**src/rtl/card_pkg.sv**
```systemverilog
// Shared constants and FSM state type for the card hand collector.
// Card indices 52 and 53 are the two jokers.
package card_pkg;

    localparam int NUM_CARDS = 54;
    localparam int CARD_W    = 6;
    localparam int JOKER_LO  = 52;
    localparam int JOKER_HI  = 53;

    typedef enum logic [2:0] {
        IDLE,
        REQ,
        WAIT,
        EMIT,
        FIN
    } hc_state_t;

endpackage

```
**src/rtl/card_bitmap_encoder.sv**
```systemverilog
// Lowest-index priority encoder over the deck bitmap.
// Also flags whether any bit, or more than one bit, is set.
module card_bitmap_encoder
    import card_pkg::*;
(
    input  logic [NUM_CARDS-1:0] vec,
    output logic [CARD_W-1:0]    idx,
    output logic                 any,
    output logic                 multi
);

    localparam logic [NUM_CARDS-1:0] ONE = NUM_CARDS'(1);

    always_comb begin
        idx = '0;
        for (int i = NUM_CARDS - 1; i >= 0; i--) begin
            if (vec[i]) begin
                idx = CARD_W'(i);
            end
        end
    end

    assign any = |vec;

    // Clearing the lowest set bit leaves something only if two or more were set.
    assign multi = |(vec & (vec - ONE));

endmodule

```
**src/rtl/card_hand_collector.sv**
```systemverilog
// Draws cards from the deck one at a time and streams their indices
// to game logic until a full hand is collected or the deck fails.
module card_hand_collector
    import card_pkg::*;
#(
    parameter int HAND_SIZE = 5,
    parameter int TIMEOUT   = 16
) (
    input  logic                 clk,
    input  logic                 reset,
    input  logic                 start,
    input  logic [NUM_CARDS-1:0] dealt_cards,
    input  logic                 all_cards_dealt,
    output logic                 draw_card,
    output logic                 card_valid,
    input  logic                 card_ready,
    output logic [CARD_W-1:0]    card_idx,
    output logic                 busy,
    output logic                 done,
    output logic                 short_hand,
    output logic                 err_timeout,
    output logic                 err_multi
);

    localparam int WCNT_W = $clog2(TIMEOUT);
    localparam logic [WCNT_W-1:0] WCNT_LAST = WCNT_W'(TIMEOUT - 1);
    localparam logic [5:0] HAND_LAST = 6'(HAND_SIZE - 1);

    hc_state_t             state_q;
    logic [NUM_CARDS-1:0]  snap_q;
    logic [WCNT_W-1:0]     wcnt_q;
    logic [5:0]            count_q;
    logic [CARD_W-1:0]     idx_q;
    logic                  short_q;
    logic                  tmo_q;
    logic                  multi_q;

    logic [NUM_CARDS-1:0]  new_bits;
    logic [CARD_W-1:0]     new_idx;
    logic                  new_any;
    logic                  new_multi;

    // Bits cleared by a deck reset mid-hand can never appear as new.
    assign new_bits = dealt_cards & ~snap_q;

    card_bitmap_encoder u_enc (
        .vec   (new_bits),
        .idx   (new_idx),
        .any   (new_any),
        .multi (new_multi)
    );

    always_ff @(posedge clk) begin
        if (reset) begin
            state_q <= IDLE;
            snap_q  <= '0;
            wcnt_q  <= '0;
            count_q <= '0;
            idx_q   <= '0;
            short_q <= 1'b0;
            tmo_q   <= 1'b0;
            multi_q <= 1'b0;
        end else begin
            unique case (state_q)
                IDLE: begin
                    if (start) begin
                        count_q <= '0;
                        short_q <= 1'b0;
                        tmo_q   <= 1'b0;
                        multi_q <= 1'b0;
                        state_q <= REQ;
                    end
                end
                REQ: begin
                    if (all_cards_dealt) begin
                        short_q <= 1'b1;
                        state_q <= FIN;
                    end else begin
                        snap_q  <= dealt_cards;
                        wcnt_q  <= '0;
                        state_q <= WAIT;
                    end
                end
                WAIT: begin
                    if (new_any) begin
                        idx_q <= new_idx;
                        if (new_multi) begin
                            multi_q <= 1'b1;
                        end
                        state_q <= EMIT;
                    end else if (all_cards_dealt) begin
                        short_q <= 1'b1;
                        state_q <= FIN;
                    end else if (wcnt_q == WCNT_LAST) begin
                        tmo_q   <= 1'b1;
                        state_q <= FIN;
                    end else begin
                        wcnt_q <= wcnt_q + 1'b1;
                    end
                end
                EMIT: begin
                    if (card_ready) begin
                        count_q <= count_q + 6'd1;
                        if (count_q == HAND_LAST) begin
                            state_q <= FIN;
                        end else begin
                            state_q <= REQ;
                        end
                    end
                end
                FIN: begin
                    state_q <= IDLE;
                end
                default: begin
                    state_q <= IDLE;
                end
            endcase
        end
    end

    // No draw is issued in a REQ cycle that finds the deck exhausted.
    assign draw_card   = (state_q == REQ) && !all_cards_dealt;
    assign card_valid  = (state_q == EMIT);
    assign busy        = (state_q != IDLE);
    assign done        = (state_q == FIN);
    assign card_idx    = idx_q;
    assign short_hand  = short_q;
    assign err_timeout = tmo_q;
    assign err_multi   = multi_q;

endmodule

```
**config.mk**
```make
export PLATFORM = sky130hd
export DESIGN_NAME = card_hand_collector
export DESIGN_NICKNAME = d
export VERILOG_FILES = /design/src/rtl/card_pkg.sv /design/src/rtl/card_bitmap_encoder.sv /design/src/rtl/card_hand_collector.sv
export SDC_FILE = /design/constraint.sdc
export NUM_CORES = 1
export LEC_CHECK = 0
export ABC_CLOCK_PERIOD_IN_PS = 4800
export CELL_PAD_IN_SITES_DETAIL_PLACEMENT = 1
export CELL_PAD_IN_SITES_GLOBAL_PLACEMENT = 1
export CORE_MARGIN = 2
export CORE_UTILIZATION = 43
export DETAILED_ROUTE_END_ITERATION = 10
export PLACE_DENSITY_LB_ADDON = 0.1
export SYNTH_ARGS = -nofsm -noshare
export SYNTH_HDL_FRONTEND = slang
export SYNTH_SLANG_ARGS = --single-unit
```
**constraint.sdc**
```tcl
create_clock -name clk -period 4.8 [get_ports clk]
set_clock_uncertainty 0.2 [all_clocks]
set_input_delay 0.96 -clock clk [delete_from_list [all_inputs] [get_ports clk]]
set_output_delay 0.96 -clock clk [all_outputs]
set_load 0.005 [all_outputs]
```
## Word level (Yosys, flattened, before mapping)

Cells that the tools add are included.

| word-level totals | value |
|---|---|
| memory bits (writable) | 0 |
| register bits after elaboration | 76 |
| output and inout port bits | 13 |
| ROM bits | 0 |
| memories kept | 0 |
| input bits | 59 |
| bits in latches | 0 |

| operators by class | value |
|---|---|
| reductions and logical operators | 18 |
| multiplexer cells | 81 |
| order comparisons | 0 |
| bitwise operators | 4 |
| equality and inequality tests | 16 |
| shifts and indexed selects | 0 |
| multiply operators | 0 |
| $add $sub $neg | 3 |
| div/mod/pow operators | 0 |

Operators by type and width:

| kind | count |
|---|---|
| $mux 6 | 56 |
| $and 54x54->54 | 2 |
| $reduce_or 54->1 | 2 |
| $not 54->54 | 1 |
| $sub 54x1->54 const B | 1 |
| $mux 3 | 7 |
| $mux 4 | 4 |
| $ne 2x2->1 const B | 8 |
| $pmux 3 s4 | 1 |
| $pmux 6 s2 | 1 |
| $reduce_and 5->1 | 2 |
| $reduce_and 3->1 | 3 |
| $mux 1 | 8 |
| $pmux 4 s2 | 1 |
| $add 6x1->6 const B | 1 |
| $eq 3x2->1 const B | 2 |
| $eq 6x3->1 const B | 1 |
| $reduce_bool 2->1 | 3 |
| $reduce_bool 3->1 | 2 |
| $add 4x1->4 const B | 1 |
| $eq 4x4->1 const B | 1 |
| $ne 4x4->1 const B | 1 |
| $pmux 1 s2 | 2 |
| $reduce_and 2->1 | 2 |
| 9 further kinds | 9 |

## Logic depth before layout (Yosys ltp)

| logic depth | value |
|---|---|
| depth in word-level cells | 56 |
| depth in mapped cells | 9 |
| depth with buffers taken out | 8 |

## Cells and area by module

From an unflattened synthesis, not the netlist that was laid out.

| unflattened totals | value |
|---|---|
| cell total of the unflattened synthesis | 643 |
| area total of the unflattened synthesis | 4654.5 sq um |

Modules (own cells, without submodules):

| module | instances | seq. area each (sq um) | cells each | area each (sq um) |
|---|---|---|---|---|
| card_hand_collector | 1 | 1521.5 | 427 | 3269.4 |
| card_bitmap_encoder | 1 | 0.0 | 216 | 1385.1 |

## Worst setup path before layout

OpenSTA, ideal clock, no wires.

| timing path | value |
|---|---|
| path type | input -> output |
| start point | input all_cards_dealt |
| end point | output draw_card |
| buffers on the path | 2 |
| cell stages on the path | 4 |
| path slack | 1.480 ns |
| arrival time | 2.160 ns |
| required time | 3.640 ns |
| cells stage by stage | or4b_2 > clkbuf_1 > clkinv_1 > clkbuf_1 |

| between the ends | value |
|---|---|
| longest elaborated chain between the ends | 2 |

Ends and longest elaborated chain:

| what | RTL line | text |
|---|---|---|
| start: declaration | card_hand_collector.sv:13 | `input logic all_cards_dealt,` |
| $logic_not 1->1 | card_hand_collector.sv:122 | `assign draw_card = (state_q == REQ) && !all_cards_dealt;` |
| $logic_and 1x1->1 | card_hand_collector.sv:122 |  |
| end: declaration | card_hand_collector.sv:14 | `output logic draw_card,` |

Every way passes these cells.

## Worst setup path after layout

Ends and elaborated chain as after synthesis.

==> results.py <==
metrics = {
    "run_status": {
        "status": "finished clean",
    },
    "logic_synthesis": {
        "ys_ff_latch": 76,
        "synth_edf_count": 0,
        "ys_types": 67,
        "netlist_area_mm2": 0.00466,
        "syn_inst": 629,
        "yosysWarnings": 0,
        "syn_nets": 691,
        "seq_area_frac_synth_pct": 32.6,
        "syn_area_per_cell_um2": 7.41,
        "async_flop_share_pct": 0,
        "ys.flop_type": "dfxtp_1",
    },
    "cells_and_area": {
        "fillers": 1370,
        "nets": 753,
        "drive_above_1_share_pct": 8.76,
        "stdcell_area_mm2": 0.00568,
        "num_antenna_cells": 0,
        "areaGrowthSynthToFinish_pct": 21.9,
    },
    "cts": {
        "cts-root-buf": "clkbuf_8",
        "postCtsSetupBuffers": 0,
        "cts_max_path_buffers": 2,
        "cts.clk_slew.worst_paths_ns": 0.08,
        "numCtsBuffers": 9,
        "postCtsResizedCells": 0,
        "clk_latency_ns": 0.37,
        "clock-sinks": 76,
        "cts_htree_levels": 3,
        "hold_buffers": 0,
        "cts_tree": "built",
    },
    "worst_setup_path": {
        "critPathSlowestCell": "or4b_2",
        "crit_required_ns": 3.64,
        "critical_path_class": "in -> out",
        "worstPathArrival_ns": 2.80,
        "critPathMaxStageDelay_ns": 0.72,
        "crit_chain": "clkdlybuf4s50_1 > or4b_2 > clkinv_1 > clkdlybuf4s50_1",
        "cp_max_fo": 5,
        "crit_path_end_kind": "primary output",
        "path_common_cell": "clkdlybuf4s50_1",
        "startpoint_type": "input port",
    },
    "routing": {
        "vias": 4799,
        "vias_per_cell": 5.74,
        "wl_um": 14300,
        "drc": 0,
        "first_pass_iters": 4,
        "ant_nets": 0,
        "drtIter0Drc": 191,
        "routedWlPerCell_um": 17.1,
    },
    "sta": {
        "worst_pin_slew_ns": 0.743,
        "max_freq_ghz": 0.253,
        "rsz0062_at_grt": "no",
        "period_needed_ns": 3.96,
        "period_share_pct": 82.5,
        "setup_viol": 0,
        "final-max-slew-violation-count": 0,
        "timing.slew.headroom_pct": 50.5,
        "hold_viol": 0,
        "totalNegativeSetupSlack_ns": 0,
    },
    "floorplan": {
        "die_h_um": 108,
        "die_area_mm2": 0.0117,
        "rows": 38,
        "start_util_pct": 43.6,
        "fp.coreArea_mm2": 0.0107,
        "ios": 72,
        "dieWidth_um": 108,
    },
    "global_route": {
        "antenna_found_initial": 0,
        "gr-usage-all-layers_pct": 25.4,
        "grt_max_degree": 70,
        "grt_overflow_total": 0,
        "grt_pass1_wl_um": 23800,
        "grt_pass1_vias": 4820,
    },
    "pwr": {
        "power_density_mw_per_mm2": 293,
        "leakage_uw": 0.00195,
        "finalPower_uw": 1660,
        "peakVddDrop_v": 0.000139,
    },
    "placed_design": {
        "place_congestion": 0.885,
        "placed_area_mm2": 0.00548,
        "io_buffers": 71,
        "place_hpwl_um": 10600,
    },
    "min_path": {
        "hold_class": "reg -> reg",
    },
    "job": {
        "cap_viol_max_count": 0,
    },
}
state kept, by name, indices dropped and copies added, names as in the netlist:
name         cells
snap_q          54
card_idx         6
count_q          6
wcnt_q           4
state_q          3
err_multi        1
err_timeout      1
short_hand       1
Yosys cell counts (all sizes together) (3+ instances only):
cell type / n / area share (%)
a211oi: 6 / 0.97
a21oi: 79 / 8.5
a22oi: 3 / 0.48
a31oi: 15 / 2.0
and2: 3 / 0.40
and2b: 6 / 1.1
and3: 4 / 0.54
clkbuf: 23 / 1.9
dfxtp: 76 / 33
ha: 3 / 0.81
inv: 9 / 0.72
nand2: 155 / 12
nand2b: 39 / 5.8
nand3: 15 / 1.6
nand4: 20 / 3.8
nor2: 27 / 2.2
nor2b: 16 / 2.1
nor3: 15 / 1.7
nor3b: 4 / 0.64
nor4: 9 / 2.4
nor4b: 3 / 0.89
o2111ai: 6 / 1.1
o211ai: 7 / 1.1
o21ai: 26 / 2.8
o22ai: 4 / 0.54
o41ai: 4 / 0.91
or2b: 17 / 3.1
xor2: 5 / 0.94
final timing paths:
kind,startpoint,to,slack [ns],cells past startpoint
min reg2reg,snap_q[29]$_SDFFE_PP0P_,snap_q[29]$_SDFFE_PP0P_,0.25,2
max reg2reg,snap_q[17]$_SDFFE_PP0P_,err_multi$_SDFFE_PP0P_,1.78,8
min,snap_q[29]$_SDFFE_PP0P_,snap_q[29]$_SDFFE_PP0P_,0.25,2
max,all_cards_dealt,draw_card,0.84,4
layout make-up:
cell class	instances	area, µm²	share of cell area, %
well taps	140	175	3.08
flip-flops and latches	76	1520	26.8
clock inverters	6	71.3	1.25
repair buffers	75	736	12.9
multi-input cells	519	3010	52.9
inverters	10	37.5	0.660
clock buffers	10	138	2.42
worst max-delay path, delay by kind of cell:
kind,cells,cell delay [ns]
AND/OR/NAND/NOR,1,0.72
buffers and inverters,3,1.12
power breakdown:
group | internal (µW) | switching, µW
combinational | 170 | 254
sequential | 674 | 31.0
clock | 260 | 274
metrics by stage:
step	utilization, %	hold WS (ns)	worst slack (ns)	std cells
floorplan	-	0.231	1.48	629
global route	53.1	0.276	0.823	836
finish	53.1	0.251	0.841	836
CTS	53.1	0.255	0.836	836
detailed placement	51.2	0.243	0.753	820
global placement	51.2	0.236	0.815	820
layer usage:
metal,global-route usage [%],wire (µm)
met5,0,0
met4,8.88,255
met3,3.50,558
met2,43.5,6960
met1,32.7,6500
logic make-up after synthesis:
| family | share of synthesized area (%) |
|---|---|
| compound gates | 21.9 |
| flops | 32.6 |
| buf+inv | 2.90 |
| xor+xnor | 1.32 |
| simple gates | 40.4 |
| fa+ha+maj | 0.805 |
placed cells by master (no fill, tap or decap), types with 3 or more instances in the layout:
master,Yosys,final
a21oi_1,79,79
inv_1,9,9
o21ai_0,25,25
dfxtp_1,76,76
or2b_2,13,13
ha_1,3,3
clkdlybuf4s50_1,0,70
nor3_1,14,14
xor2_1,5,5
nand4_4,3,3
nand3_1,15,15
a211oi_1,6,6
nand2b_1,35,35
o41ai_1,3,3
or2b_1,4,4
nand2b_4,3,3
and3_1,4,4
a22oi_1,3,3
nor2b_1,16,16
o211ai_1,7,7
nor4_1,4,4
nor4_4,3,3
nor3b_1,4,4
buf_4,0,4
nand4_1,16,16
o22ai_1,4,4
clkbuf_8,0,10
o2111ai_1,6,6
nand2_1,155,155
and2_1,3,3
nor2_1,27,27
and2b_2,5,5
a31oi_1,15,15
(Power assumes the default switching activity.)
